### config.mk
export PLATFORM = sky130hd
export DESIGN_NAME = branch_metric
export DESIGN_NICKNAME = d
export VERILOG_FILES = /design/src/rtl/branch_metric.sv
export SDC_FILE = /design/constraint.sdc
export NUM_CORES = 1
export LEC_CHECK = 0
export CORE_MARGIN = 1.5
export CORE_UTILIZATION = 35
export CTS_BUF_LIST = sky130_fd_sc_hd__clkbuf_8
export DETAILED_ROUTE_END_ITERATION = 12
export GPL_ROUTABILITY_DRIVEN = 1
export SLEW_MARGIN = 5
export SYNTH_ARGS = -nofsm -noshare
export SYNTH_HDL_FRONTEND = slang
export SYNTH_SLANG_ARGS = --single-unit
### constraint.sdc
create_clock -name clk -period 1.9 [get_ports clk]
set_input_delay 0.38 -clock clk [delete_from_list [all_inputs] [get_ports clk]]
set_output_delay 0.38 -clock clk [all_outputs]
set_load 0.01 [all_outputs]
### src/rtl/branch_metric.sv
// Viterbi branch metric stage: Hamming distance of two sliced symbols to every
// candidate codeword (rate 1/2 or 1/3), two-stage pipeline with end-of-data forwarding.
`ifndef CODE_RATE_2
`define CODE_RATE_2 1'b0
`endif
`ifndef CODE_RATE_3
`define CODE_RATE_3 1'b1
`endif

module branch_metric #(
  parameter int SLICED_INPUT_NUM = 6,
  parameter int SYM_W            = 3,
  parameter int NUM_CW           = 8,
  parameter int DIST_W           = 2
) (
  input  logic                        clk,
  input  logic                        rst,
  input  logic                        en_bm,
  input  logic                        i_code_rate,
  input  logic [SLICED_INPUT_NUM-1:0] i_rx,
  input  logic                        i_ood,
  output logic [NUM_CW*DIST_W-1:0]    o_bm_a,
  output logic [NUM_CW*DIST_W-1:0]    o_bm_b,
  output logic                        o_bm_valid,
  output logic                        o_ood,
  output logic [1:0]                  dbg_state
);

  typedef enum logic [1:0] {IDLE, RUN, DRAIN, DONE} state_t;

  state_t           state, state_nx;
  logic             sample, stall, latch_rate;
  logic             rate_q;
  logic             s1_valid, s2_valid;
  logic [SYM_W-1:0] s1_a, s1_b;

  // Rate 1/2 uses only the low SYM_W-1 bits of each slot; upper half of the
  // codeword table is unused and forced to zero.
  function automatic logic [NUM_CW*DIST_W-1:0] calc_bm(input logic rate3,
                                                       input logic [SYM_W-1:0] sym);
    logic [SYM_W-1:0]          s;
    logic [SYM_W-1:0]          d;
    logic [NUM_CW*DIST_W-1:0]  r;
    r = '0;
    s = rate3 ? sym : {1'b0, sym[SYM_W-2:0]};
    for (int c = 0; c < NUM_CW; c++) begin
      d = s ^ SYM_W'(c);
      if (rate3 || c < NUM_CW/2) r[c*DIST_W +: DIST_W] = DIST_W'($countones(d));
    end
    return r;
  endfunction

  always_comb begin
    state_nx   = state;
    sample     = 1'b0;
    stall      = 1'b0;
    latch_rate = 1'b0;
    case (state)
      IDLE: begin
        if (i_ood) begin
          state_nx = DONE;
        end else if (en_bm) begin
          state_nx   = RUN;
          sample     = 1'b1;
          latch_rate = 1'b1;
        end
      end
      RUN: begin
        if (!en_bm)      stall    = 1'b1;
        else if (i_ood)  state_nx = DRAIN;
        else             sample   = 1'b1;
      end
      // Nothing enters S1 in DRAIN, so an empty S1 means S2 empties at this edge.
      DRAIN:   if (!s1_valid) state_nx = DONE;
      DONE:    if (!en_bm)    state_nx = IDLE;
      default: state_nx = IDLE;
    endcase
  end

  always_ff @(posedge clk or negedge rst) begin
    if (!rst) begin
      state    <= IDLE;
      rate_q   <= `CODE_RATE_2;
      s1_valid <= 1'b0;
      s1_a     <= '0;
      s1_b     <= '0;
      s2_valid <= 1'b0;
      o_bm_a   <= '0;
      o_bm_b   <= '0;
    end else begin
      state <= state_nx;
      if (latch_rate) rate_q <= i_code_rate;
      if (stall) begin
        // S1 keeps its word; S2 stops presenting so nothing is emitted twice.
        s2_valid <= 1'b0;
      end else begin
        s1_valid <= sample;
        if (sample) begin
          s1_a <= i_rx[SYM_W-1:0];
          s1_b <= i_rx[2*SYM_W-1:SYM_W];
        end
        s2_valid <= s1_valid;
        if (s1_valid) begin
          o_bm_a <= calc_bm(rate_q == `CODE_RATE_3, s1_a);
          o_bm_b <= calc_bm(rate_q == `CODE_RATE_3, s1_b);
        end
      end
    end
  end

  assign o_bm_valid = s2_valid;
  assign o_ood      = (state == DONE);
  assign dbg_state  = state;

endmodule

==> results of run 1 <==
[worst paths after layout]
path                              startpoint           end  slack (ns)
worst max-delay path            dbg_state[0]         o_ood        0.09
worst min-delay path               o_bm_b[3]     o_bm_b[3]        0.47
worst max register to register  dbg_state[1]       s1_b[2]        0.20
worst min register to register     o_bm_b[3]     o_bm_b[3]        0.47
max in group asynchronous                rst  dbg_state[0]        0.85
min in group asynchronous                rst    o_bm_a[15]        0.52
[state kept, by name (all words and copies together), names as in the netlist]
name and cells:
o_bm_a 15, o_bm_b 15, s1_a 3, s1_b 3, dbg_state 2, o_bm_valid 1, rate_q 1, s1_valid 1
[kinds of logic (layout without fill, tap and decap cells)]
| family | count (synthesis) | count (layout) | synth area share [%] |
|---|---|---|---|
| buffers and inverters | 21 | 77 | 5.123 |
| adders and majority gates | 22 | 22 | 18.02 |
| AOI/OAI and AO/OA | 29 | 29 | 8.087 |
| muxes | 6 | 6 | 3.148 |
| and+or+nand+nor | 71 | 71 | 15.00 |
| DFF | 41 | 41 | 50.62 |
[through the flow]
stage | util (%) | total power, µW | cells | hold slack [ns] | area [µm²]
2_1_floorplan | - | 2790 | 190 | 0.08441 | 2027
4_1_cts | 48.40 | 4421 | 318 | 0.4814 | 2681
3_5_place_dp | 46.73 | 3864 | 309 | 0.3072 | 2589
3_3_place_gp | 46.73 | 3821 | 309 | 0.2995 | 2589
6_report | 48.42 | 4340 | 318 | 0.4749 | 2683
5_1_grt | 48.42 | 4763 | 318 | 0.5170 | 2683
[what timing repair did]
item,4_1_cts,5_1_grt
resized for setup,0,1
hold endpoints to repair,11,0
endpoints found under the setup margin,0,1
buffers inserted,0,0
hold buffers,1,0
[worst reg2reg max path: stages, from the launching register on]
cell	delay, ns
dfrtp_1	0.42
inv_1	0.14
ha_1	0.26
a21oi_1	0.08
nor3b_2	0.32
mux2_2	0.37
[layer usage]
layer	share of wire, %	global-route usage (%)
met1	48	19.76
met2	44	21.37
met3	6.3	4.368
met4	1.4	4.561
met5	0	0
[power by group through the flow]
| stage | combinational, µW | sequential [µW] | clock, µW |
|---|---|---|---|
| floorplan | 1100 | 1690 | 0 |
| CTS | 2320 | 1550 | 557 |
| finish | 2270 | 1540 | 538 |
| global route | 2570 | 1600 | 594 |
| detailed placement | 2300 | 1560 | 0 |
| global placement | 2270 | 1550 | 0 |
[layout by cell type, fill, tap and decap left out, types with 2 or more instances in the layout]
cell type	netlist	final
dfrtp_1	41	40
clkdlybuf4s50_1	0	45
inv_2	2	2
clkinv_2	0	2
mux2i_1	3	3
buf_4	3	10
nand2b_1	8	8
fa_1	12	12
inv_1	10	11
nand3_1	5	5
o21ai_0	21	21
a21oi_1	3	3
mux2_2	2	2
o22a_1	2	2
ha_1	10	10
clkbuf_8	0	5
nand2_1	55	55
[final cells by class]
class                      count  area [µm²]  share of cell area [%]
clock buffer                   5       68.82                   2.565
clock inverter                 3       13.76                  0.5131
inverter                      12       45.04                   1.679
multi-input combinational    128       897.1                   33.44
sequential                    41        1027                   38.29
tap                           72       90.09                   3.358
timing repair buffer          57       540.5                   20.15
==> run metrics, run 1 <==
outcome=finished clean; Worst Path Buf+Inv=1; share of power burned in the clock network=between 10% and 20%; global-route wire length before repair=6.872 mm; top-count cell post-synth=nand2_1; main area contributors after synthesis=dfrtp_1 (51%), fa_1 (12%), nand2_1 (10%); Reg power frac=35.4%; RSZ-0062 raised after global routing=false; Die X-Extent=between 70 and 80 µm; Fin. Hold Viols=0; fillers=540; critical path arrival=between 1 and 1.5 ns; main flop type after synthesis=dfrtp_1; Netlist Area Pre-Place=just over 0.002 mm²; worst-margin pin slew=approximately 0.44 ns; critical path type=reg2out; TritonCTS clock tree=built; endpoint class of the critical path=output port; fin nets=between 200 and 300; max cap viols=0; top cell type's share of synthesized area=50.62%; Psw=1694 µW; RePlAce Congestion=approximately 0.74; largest fanout on the critical path=5; syn nets=~220; min cycle time layout=about 1.8 ns; Worst path top cell family by delay=buffers and inverters; Port-buffer cells=between 40 and 50; fin crit share=roughly 95%; Leakage=approximately 0.0013 µW; FF+latch count, synth=around 40; vias in the first global route=1442; R2R depth=5; EDFF count, synth=0; Die H=around 79 µm; Clock Skew=between 0.002 and 0.0025 ns; Yosys cell types=23; pre-CTS WS=0.07041 ns; Initial Util=roughly 37%; largest net degree at the start of global routing=just over 40; WP depth=2; sw frac=between 30% and 40%; pwr/cell area=between 1500 and 2000 mW/mm²; Max Fclk=~550 MHz; Clock Root Buffer=clkbuf_8; Layout area overhead=32.35%; Remaining DRCs=0; drt initial violations=70; die area=between 0.006 and 0.007 mm²; row count=27; CP max-delay cell=clkdlybuf4s50_1; internal power=2646 µW; Post-DRT Antenna Nets=0; Worst-path clk slew=0.07 ns; Syn. warnings=0; Slew HR=70.74%; final WL=about 4 mm; setup ws final=0.09337 ns; vias=~1400; Overflow after GRT=0; Vias/cell=~4.6; Post-synth ARST share=100.0%; clock sink count=between 40 and 50; initial antenna violation count=0; worst ir drop on vdd=approximately 0.63 mV; WL per Instance=12.55 µm; insertion delay to the later sink of the worst-skew pair=between 0.2 and 0.3 ns; ANT cells=0; largest area contributor in the netlist=dfrtp_1; TritonRoute pass-1 iters=4; final setup fails=0; Hold Path Stages=2; HPWL after DPL=3.004 mm; clk buf depth=2; synth cell count leaders=nand2_1 (55), dfrtp_1 (41), o21ai_0 (21); share of layout cells above drive strength 1=10.16%; Critical Path Start Type=flip-flop; Comb pwr share=approximately 52%; max-slew violations=0; core area=~0.0055 mm²; Worst EP required=approximately 1.5 ns; Num CTS Buffers=5; IO Pins=between 40 and 50; Seq/Total Area, Yosys=50.62%; synthesized area per cell=about 11 µm²; htree depth=2; Critical Path, Cell by Cell=ha_1 > clkdlybuf4s50_1; GRT Util Overall=~14%; sum of negative setup slack=0 ns; CP max stage delay=0.48 ns; Cells after Synth=190; Hold Crit Class=reg2reg
(Power assumes the default switching activity.)
==> run 2: changes to the inputs <==
--- a/config.mk
+++ b/config.mk
@@ -10,6 +10,7 @@
 export CTS_BUF_LIST = sky130_fd_sc_hd__clkbuf_8
 export DETAILED_ROUTE_END_ITERATION = 12
 export GPL_ROUTABILITY_DRIVEN = 1
+export SKIP_LAST_GASP = 1
 export SLEW_MARGIN = 5
 export SYNTH_ARGS = -nofsm -noshare
 export SYNTH_HDL_FRONTEND = slang
==> results of run 2 <==
Same layout as run 1: the final DEF is identical, and so are final timing and power.
==> run 3: changes to the inputs <==
--- a/config.mk
+++ b/config.mk
@@ -11,7 +11,6 @@
 export DETAILED_ROUTE_END_ITERATION = 12
 export GPL_ROUTABILITY_DRIVEN = 1
 export SKIP_LAST_GASP = 1
-export SLEW_MARGIN = 5
 export SYNTH_ARGS = -nofsm -noshare
 export SYNTH_HDL_FRONTEND = slang
 export SYNTH_SLANG_ARGS = --single-unit
==> results of run 3 <==
Same layout as run 1: the final DEF is identical, and so are final timing and power.
